File: config.mk
export PLATFORM = sky130hd
export DESIGN_NAME = puf_word_sequencer
export DESIGN_NICKNAME = d
export VERILOG_FILES = /design/src/rtl/puf_pkg.sv /design/src/rtl/chall_lfsr.sv /design/src/rtl/puf_word_sequencer.sv
export SDC_FILE = /design/constraint.sdc
export NUM_CORES = 1
export LEC_CHECK = 0
export CAP_MARGIN = 40
export CORE_ASPECT_RATIO = 1.1
export CORE_MARGIN = 2
export CORE_UTILIZATION = 45
export DETAILED_ROUTE_END_ITERATION = 12
export PLACE_DENSITY = 0.7
export SLEW_MARGIN = 20
export SYNTH_ARGS = -nofsm -noshare
export SYNTH_HDL_FRONTEND = slang
export SYNTH_SLANG_ARGS = --single-unit
File: constraint.sdc
create_clock -name clk -period 2.5 [get_ports clk]
set_input_delay 0.5 -clock clk [delete_from_list [all_inputs] [get_ports clk]]
set_output_delay 0.5 -clock clk [all_outputs]
set_load 0.01 [all_outputs]
File: src/rtl/puf_pkg.sv
// Shared definitions for the PUF word sequencer: FSM encoding, challenge LFSR taps, seed guard.
// Pure declarations, no logic of its own; no latency or backpressure.
package puf_pkg;

    typedef enum logic [1:0] {
        ST_IDLE  = 2'd0,
        ST_CLEAR = 2'd1,
        ST_RUN   = 2'd2,
        ST_DONE  = 2'd3
    } seq_state_t;

    // Feedback taps at bits 7,5,4,3 give a maximal-length 8-bit sequence
    localparam logic [7:0] LFSR_TAPS     = 8'b1011_1000;
    localparam logic [7:0] ZERO_SEED_SUB = 8'h01;

    function automatic logic [7:0] lfsr_step(input logic [7:0] cur);
        return {cur[6:0], ^(cur & LFSR_TAPS)};
    endfunction

endpackage

File: src/rtl/chall_lfsr.sv
// 8-bit challenge register: load wins over advance, new value visible the cycle after the edge.
// No backpressure; the caller decides when to load or step.
module chall_lfsr
    import puf_pkg::*;
(
    input  logic       clk,
    input  logic       rst,
    input  logic       load,
    input  logic [7:0] load_val,
    input  logic       advance,
    output logic [7:0] value
);

    always_ff @(posedge clk or negedge rst) begin
        if (!rst) begin
            value <= '0;
        end else if (load) begin
            value <= load_val;
        end else if (advance) begin
            value <= lfsr_step(value);
        end
    end

endmodule

File: src/rtl/puf_word_sequencer.sv
// Drives one puf_bit through an LFSR challenge walk and packs its responses LSB-first into a word.
// Latency N_BITS*(1+RUN cycles) from start; word held in DONE until resp_ready, start ignored while busy.
module puf_word_sequencer #(
    parameter int N_BITS  = 8,
    parameter int TIMEOUT = 1023
) (
    input  logic              clk,
    input  logic              rst,
    input  logic              start,
    input  logic [7:0]        seed,
    output logic [7:0]        chall,
    output logic              puf_en,
    output logic              puf_clr,
    input  logic              puf_resp,
    input  logic              puf_finish,
    output logic              busy,
    output logic [N_BITS-1:0] resp_word,
    output logic              resp_valid,
    input  logic              resp_ready,
    output logic              timeout_err
);
    import puf_pkg::*;

    localparam int CNT_W = $clog2(TIMEOUT + 1);
    localparam int IDX_W = (N_BITS > 1) ? $clog2(N_BITS) : 1;

    localparam logic [CNT_W-1:0] CNT_LAST = CNT_W'(TIMEOUT - 1);
    localparam logic [CNT_W-1:0] CNT_ONE  = CNT_W'(1);
    localparam logic [IDX_W-1:0] IDX_LAST = IDX_W'(N_BITS - 1);
    localparam logic [IDX_W-1:0] IDX_ONE  = IDX_W'(1);

    seq_state_t        state;
    seq_state_t        next_state;
    logic [CNT_W-1:0]  run_cnt;
    logic [IDX_W-1:0]  idx;

    logic start_acc;
    logic in_run;
    logic bit_done;
    logic last_bit;
    logic [7:0] seed_eff;

    logic puf_en_d;
    logic puf_clr_d;
    logic busy_d;
    logic resp_valid_d;

    assign start_acc = (state == ST_IDLE) && start;
    assign in_run    = (state == ST_RUN);
    // A finish landing on the last allowed cycle still counts as a real response
    assign bit_done  = in_run && (puf_finish || (run_cnt == CNT_LAST));
    assign last_bit  = (idx == IDX_LAST);
    assign seed_eff  = (seed == 8'h00) ? ZERO_SEED_SUB : seed;

    chall_lfsr u_chall_lfsr (
        .clk      (clk),
        .rst      (rst),
        .load     (start_acc),
        .load_val (seed_eff),
        .advance  (bit_done && !last_bit),
        .value    (chall)
    );

    always_ff @(posedge clk or negedge rst) begin
        if (!rst) begin
            state      <= ST_IDLE;
            puf_en     <= 1'b0;
            puf_clr    <= 1'b0;
            busy       <= 1'b0;
            resp_valid <= 1'b0;
        end else begin
            state      <= next_state;
            puf_en     <= puf_en_d;
            puf_clr    <= puf_clr_d;
            busy       <= busy_d;
            resp_valid <= resp_valid_d;
        end
    end

    always_comb begin
        next_state = state;
        case (state)
            ST_IDLE:  if (start) next_state = ST_CLEAR;
            ST_CLEAR: next_state = ST_RUN;
            ST_RUN:   if (bit_done) next_state = last_bit ? ST_DONE : ST_CLEAR;
            ST_DONE:  if (resp_ready) next_state = ST_IDLE;
            default:  next_state = ST_IDLE;
        endcase
    end

    // Outputs are decoded from next_state so they can be registered alongside the state
    always_comb begin
        puf_en_d     = (next_state == ST_RUN);
        puf_clr_d    = (next_state == ST_CLEAR);
        busy_d       = (next_state != ST_IDLE);
        resp_valid_d = (next_state == ST_DONE);
    end

    always_ff @(posedge clk or negedge rst) begin
        if (!rst) begin
            resp_word   <= '0;
            idx         <= '0;
            run_cnt     <= '0;
            timeout_err <= 1'b0;
        end else if (start_acc) begin
            resp_word   <= '0;
            idx         <= '0;
            run_cnt     <= '0;
            timeout_err <= 1'b0;
        end else if (in_run) begin
            if (bit_done) begin
                resp_word[idx] <= puf_finish ? puf_resp : 1'b0;
                if (!puf_finish) begin
                    timeout_err <= 1'b1;
                end
                run_cnt <= '0;
                if (!last_bit) begin
                    idx <= idx + IDX_ONE;
                end
            end else begin
                run_cnt <= run_cnt + CNT_ONE;
            end
        end
    end

endmodule

==> Word-level counts from Yosys, hierarchy flattened <==
Cells that the tools add are included.
{ "word_totals": {"ff_bits": 36, "wordCells": 66} }
{ "op_classes": {"add_sub_neg": 2, "order_cmp": 2, "eq_ne": 10, "mux": 26, "reduce_logical": 16} }
{ "op_table": {"columns": ["cell", "n"], "rows": [
  ["two-way mux 8 bit", 6],
  ["two-way mux 10 bit", 3],
  ["two-way mux 3 bit", 4],
  ["adder 10 x 1 -> 10 bit, second input constant", 1],
  ["equality test 10 bit, second input constant", 1],
  ["bitwise mux 8 bit", 1],
  ["equality test 2 bit, second input constant", 4],
  ["zero test 8 bit", 1],
  ["two-way mux 2 bit", 4],
  ["one-hot mux 2 bit (4 select lines)", 1],
  ["nonzero test 2 bit", 4],
  ["XOR reduction 8 bit", 1],
  ["two-way mux 1 bit", 6],
  ["AND reduction 3 bit", 2],
  ["equality test 2 x 1 -> 1 bit, second input constant", 2],
  ["logical AND 1 bit", 4],
  ["< comparator 3 x 4 -> 1 bit, second input constant", 1],
  ["adder 3 x 1 -> 3 bit, second input constant", 1],
  ["demux 1 bit (select 3 bit)", 1],
  ["equality test 3 bit, second input constant", 1],
  ["greater-or-equal comparator 3 x 1 -> 1 bit, second input constant", 1],
  ["zero test 2 bit", 1],
  ["inequality test 2 x 1 -> 1 bit, second input constant", 1],
  ["inequality test 2 bit, second input constant", 1],
  ["other kinds (3)", 3]
]} }

==> Longest topological paths before layout <==
{ "logic_depth": {"depth_word": 8, "depth_mapped": 8} }

==> Hierarchy <==
Synthesis repeated with hierarchy kept, for this count alone.
{ "unflattened": {"cells_unflattened": 195, "hier_area_um2": 1936.9} }
{ "modules_own_cells": {"columns": ["module", "instances", "cells_per_inst", "area_per_inst_um2", "seq_area_each_um2"], "rows": [
  ["puf_word_sequencer", 1, 157, 1536.5, 700.7],
  ["chall_lfsr", 1, 38, 400.4, 200.2]
]} }

==> Worst setup path after synthesis <==
No wires, ideal clock.
{ "synth_timing": {"path_kind": "reg2reg", "startpoint": "register idx[0]", "endpoint": "register idx[0]", "setup_ns": 0.127, "t_arrival_ns": 1.730, "required_ns": 2.373, "setup_slack_ns": 0.643, "stages_incl_launch_ff": 8, "synth_period_minus_slack_ns": 1.857, "path_cell_list": "dfrtp_1 > ha_1 > ha_1 > a21boi_0 > and4_4 > buf_6 > or2_4 > mux2_1"} }
{ "synth_via": {"elab_chain_len": 5, "word_cells_on_any_way": 8, "classes_between": "1 x add/sub; 2 x eq/ne; 4 x mux; 1 x reduce/logical"} }
{ "synth_lines": {"columns": ["element", "line_no", "source"], "rows": [
  ["from (decl)", "puf_word_sequencer.sv:35", "logic [IDX_W-1:0] idx;"],
  ["from (signal assigned)", "puf_word_sequencer.sv:118", "idx <= idx + IDX_ONE;"],
  ["adder 3 x 1 -> 3 bit", "puf_word_sequencer.sv:118", null],
  ["two-way mux 3 bit", "puf_word_sequencer.sv:117", "if (!last_bit) begin"],
  ["two-way mux 3 bit", "puf_word_sequencer.sv:111", "if (bit_done) begin"],
  ["two-way mux 3 bit", "puf_word_sequencer.sv:110", "end else if (in_run) begin"],
  ["two-way mux 3 bit", "puf_word_sequencer.sv:105", "end else if (start_acc) begin"]
]} }
Several ways; a longest one is shown, not always the timed one. The select of a mux whose other input is x is not followed.
A chain may end at the register's enable or synchronous reset.

==> Worst setup path in the final report <==
Ends and elaborated chain as after synthesis.

==> flow_summary.toml <==
[clock_network]
htree_levels = 2
postCtsHoldBufs = 0
cts_max_path_buffers = 2
clockRootBuffer = "clkbuf_8"
path_clk_slew_ps = 70
cts-resized-gates = 0
post-cts-setup-buffers = 0
cts_made_buffers = 5
cts_tree = "done"
clk_latency_ps = 290
clock-sinks = 36

[floorplan]
rows = 24
die_x_um = 65.7
die_h_um = 71.8
initial_utilization_pct = 47.1
die-area_um2 = 4720
core_area_um2 = 3990
io_pins = 35

[logic_synthesis]
synth-main-ff-cell = "dfrtp_1"
ys_warn_count = 0
netlist.area_leader.share_pct = 47.8
synth_edf_count = 0
synth_area_um2 = 1880
syn_area_per_cell_um2 = 10.0
async_flop_share_pct = 100
synth_cells = 188
synth_area_leaders = "dfrtp_1, nand2_1, mux2i_1"
syn_nets = 206
synth_seq_area_share_pct = 47.8
synth_seq_cells = 36
ys_types = 43
yosys.area.top_type = "dfrtp_1"

[power]
internal-power_mw = 1.47
pwr-share-comb_pct = 43.3
ir_drop_v = 0.000588
p_seq_share_pct = 38.8
leakage_nw = 0.993
power_density_nw_per_um2 = 1000
p_switching_mw = 0.895
switching_share_pct = 37.9
p_clk_share_pct = 17.9

[detailed_routing]
drc = 0
num_vias = 1544
initialDrtViolationCount = 59
final_antenna_net_count = 0
firstDrtPassIters = 4
via_per_inst = 5.57
wl_per_cell_um = 14.7
wl_um = 4070

[global_route]
track_usage_pct = 19.0
antenna_found_initial = 0
overflow = 0
grt_pass1_wl_um = 6910
grt_pass1_vias = 1478
grt_max_degree = 37

[timing]
period_share_pct = 82.9
slew_violations = 0
tns_ps = 0
setup_viol = 0
min_period_ps = 2070
max_slew.worst_pin.slew_ps = 595
rsz0062_at_grt = "false"
fmax_mhz = 483
slew_headroom_pct = 60.3
final.setup_skew_ps = 7.94
finalHoldViolations = 0

[final_layout]
fin_area_um2 = 2350
n_antenna_cell = 0
area_growth_pct = 25.0
final_layout_size_suffix_gt1_share_pct = 9.78
nets = 242
fillers = 342

[critical_path]
crit_cells = 6
worstPathCellList = "ha_1 > ha_1 > a21boi_0 > and4_4 > or2_4 > mux2_1"
max_stage_delay_ps = 450
cp_max_fo = 12
crit_path_frequent_cell = "ha_1"
startpoint = "idx[0]"
crit_required_ps = 2680
critPathLaunchType = "flip-flop"
cpMaxStageDelayCell = "dfrtp_1"
critical_path_buf_inv_count = 0
timing.rr.start = "idx[0]"
cp.arrival_ps = 2250
reg2reg_depth = 6
crit_type = "flip-flop to flip-flop"
worst_setup_path_end_kind = "flip-flop"
crit_family = "simple AND/OR/NAND/NOR gates"

[place]
hpwl_um = 2990
placed_cell_area_um2 = 2260
place.gp.congestion = 0.874
port-buffer-count = 34

[flow_run]
drv_cap = 0

[min_path]
worstHoldPathCells = 2
worstHoldPathType = "flip-flop to flip-flop"
hp-start = "resp_word[0]"

[status]
outcome = "finished clean"
-- power groups by stage --
stage / logic [mW] / clock network [mW] / registers [mW]
finish: 1.02 / 0.422 / 0.916
global route: 1.14 / 0.451 / 0.939
CTS: 1.03 / 0.437 / 0.916
detailed placement: 1.02 / 0 / 0.925
global placement: 1.01 / 0 / 0.917
floorplan: 0.659 / 0 / 0.911
-- final cells by class --
class                      instances  area, µm²  area share [%]
sequential                        36        901            38.3
multi-input combinational        138        903            38.4
clock inverter                     2       10.0           0.425
inverter                           4       15.0           0.638
tap                               52       65.1            2.76
timing repair buffer              39        378            16.0
clock buffer                       6       82.6            3.51
-- tightest hold or removal path: cells and delay by family, from the launching register on --
family	cells	cell delay, ps
flops	1	380
mux	1	60
simple gates	1	60
-- synthesized netlist by cell type, drive strengths merged, types with 4 or more instances --
library cell,number
dfrtp,36
nand2,31
nor2,13
mux2i,10
buf,9
xor2,8
nor3,7
nor4,7
a21oi,6
a31oi,6
nand4,5
ha,4
inv,4
nand2b,4
nand3,4
o21ai,4
-- placed cells by master, fill, tap and decap left out, types with 5 or more instances in the layout --
| cell type | synthesis | layout |
|---|---|---|
| buf_4 | 1 | 5 |
| mux2i_1 | 10 | 10 |
| a31oi_1 | 5 | 5 |
| clkbuf_8 | 0 | 6 |
| nand2_1 | 31 | 31 |
| nand4_1 | 5 | 5 |
| xor2_1 | 8 | 8 |
| clkdlybuf4s50_1 | 0 | 34 |
| nor3_1 | 7 | 7 |
| dfrtp_1 | 36 | 36 |
| nor2_1 | 13 | 13 |
| nor4_1 | 7 | 7 |
| a21oi_1 | 6 | 6 |
-- stage by stage --
step	hold WS [ps]	setup WS (ps)	utilization, %	instances	total power [mW]
after floorplan	204	643	-	188	1.57
after global placement	514	233	56.6	269	1.92
after detailed placement	520	193	56.6	269	1.95
after CTS	535	427	59.0	277	2.38
after global routing	559	334	59.0	277	2.53
final	531	428	59.0	277	2.36
-- flip-flops by register name (all words and copies together), names as in the netlist --
signal / flops
puf_clr: 1
timeout_err: 1
idx: 3
resp_word: 8
u_chall_lfsr.value: 8
busy: 1
state: 2
puf_en: 1
run_cnt: 10
resp_valid: 1
-- logic make-up (layout without fill, tap and decap cells) --
group	Yosys count	after routing	share of synthesized area [%]
XOR/XNOR	10	10	4.65
buffers and inverters	14	51	4.19
adder cells (fa/ha/maj)	4	4	2.66
AO/OA/AOI/OAI	27	27	10.9
AND/OR/NAND/NOR	86	86	23.9
multiplexers	11	11	5.91
flip-flops	36	36	47.8
-- routing by layer --
layer / vias up / global-route usage [%] / share of wire [%]
met2: 47 / 30.9 / 49
met3: 5 / 5.18 / 5.7
li1: 737 / - / -
met5: - / 0 / 0
met1: 755 / 24.4 / 44
met4: 0 / 6.48 / 1.5
-- path summary, 6_finish.rpt --
check,endpoint,slack [ps]
worst max-delay path,idx[0],430
worst min-delay path,resp_word[0],530
worst max register to register,idx[0],430
worst min register to register,resp_word[0],530
max in group asynchronous,run_cnt[8],1560
min in group asynchronous,resp_word[7],620
Power figures use the tool's default switching activity.
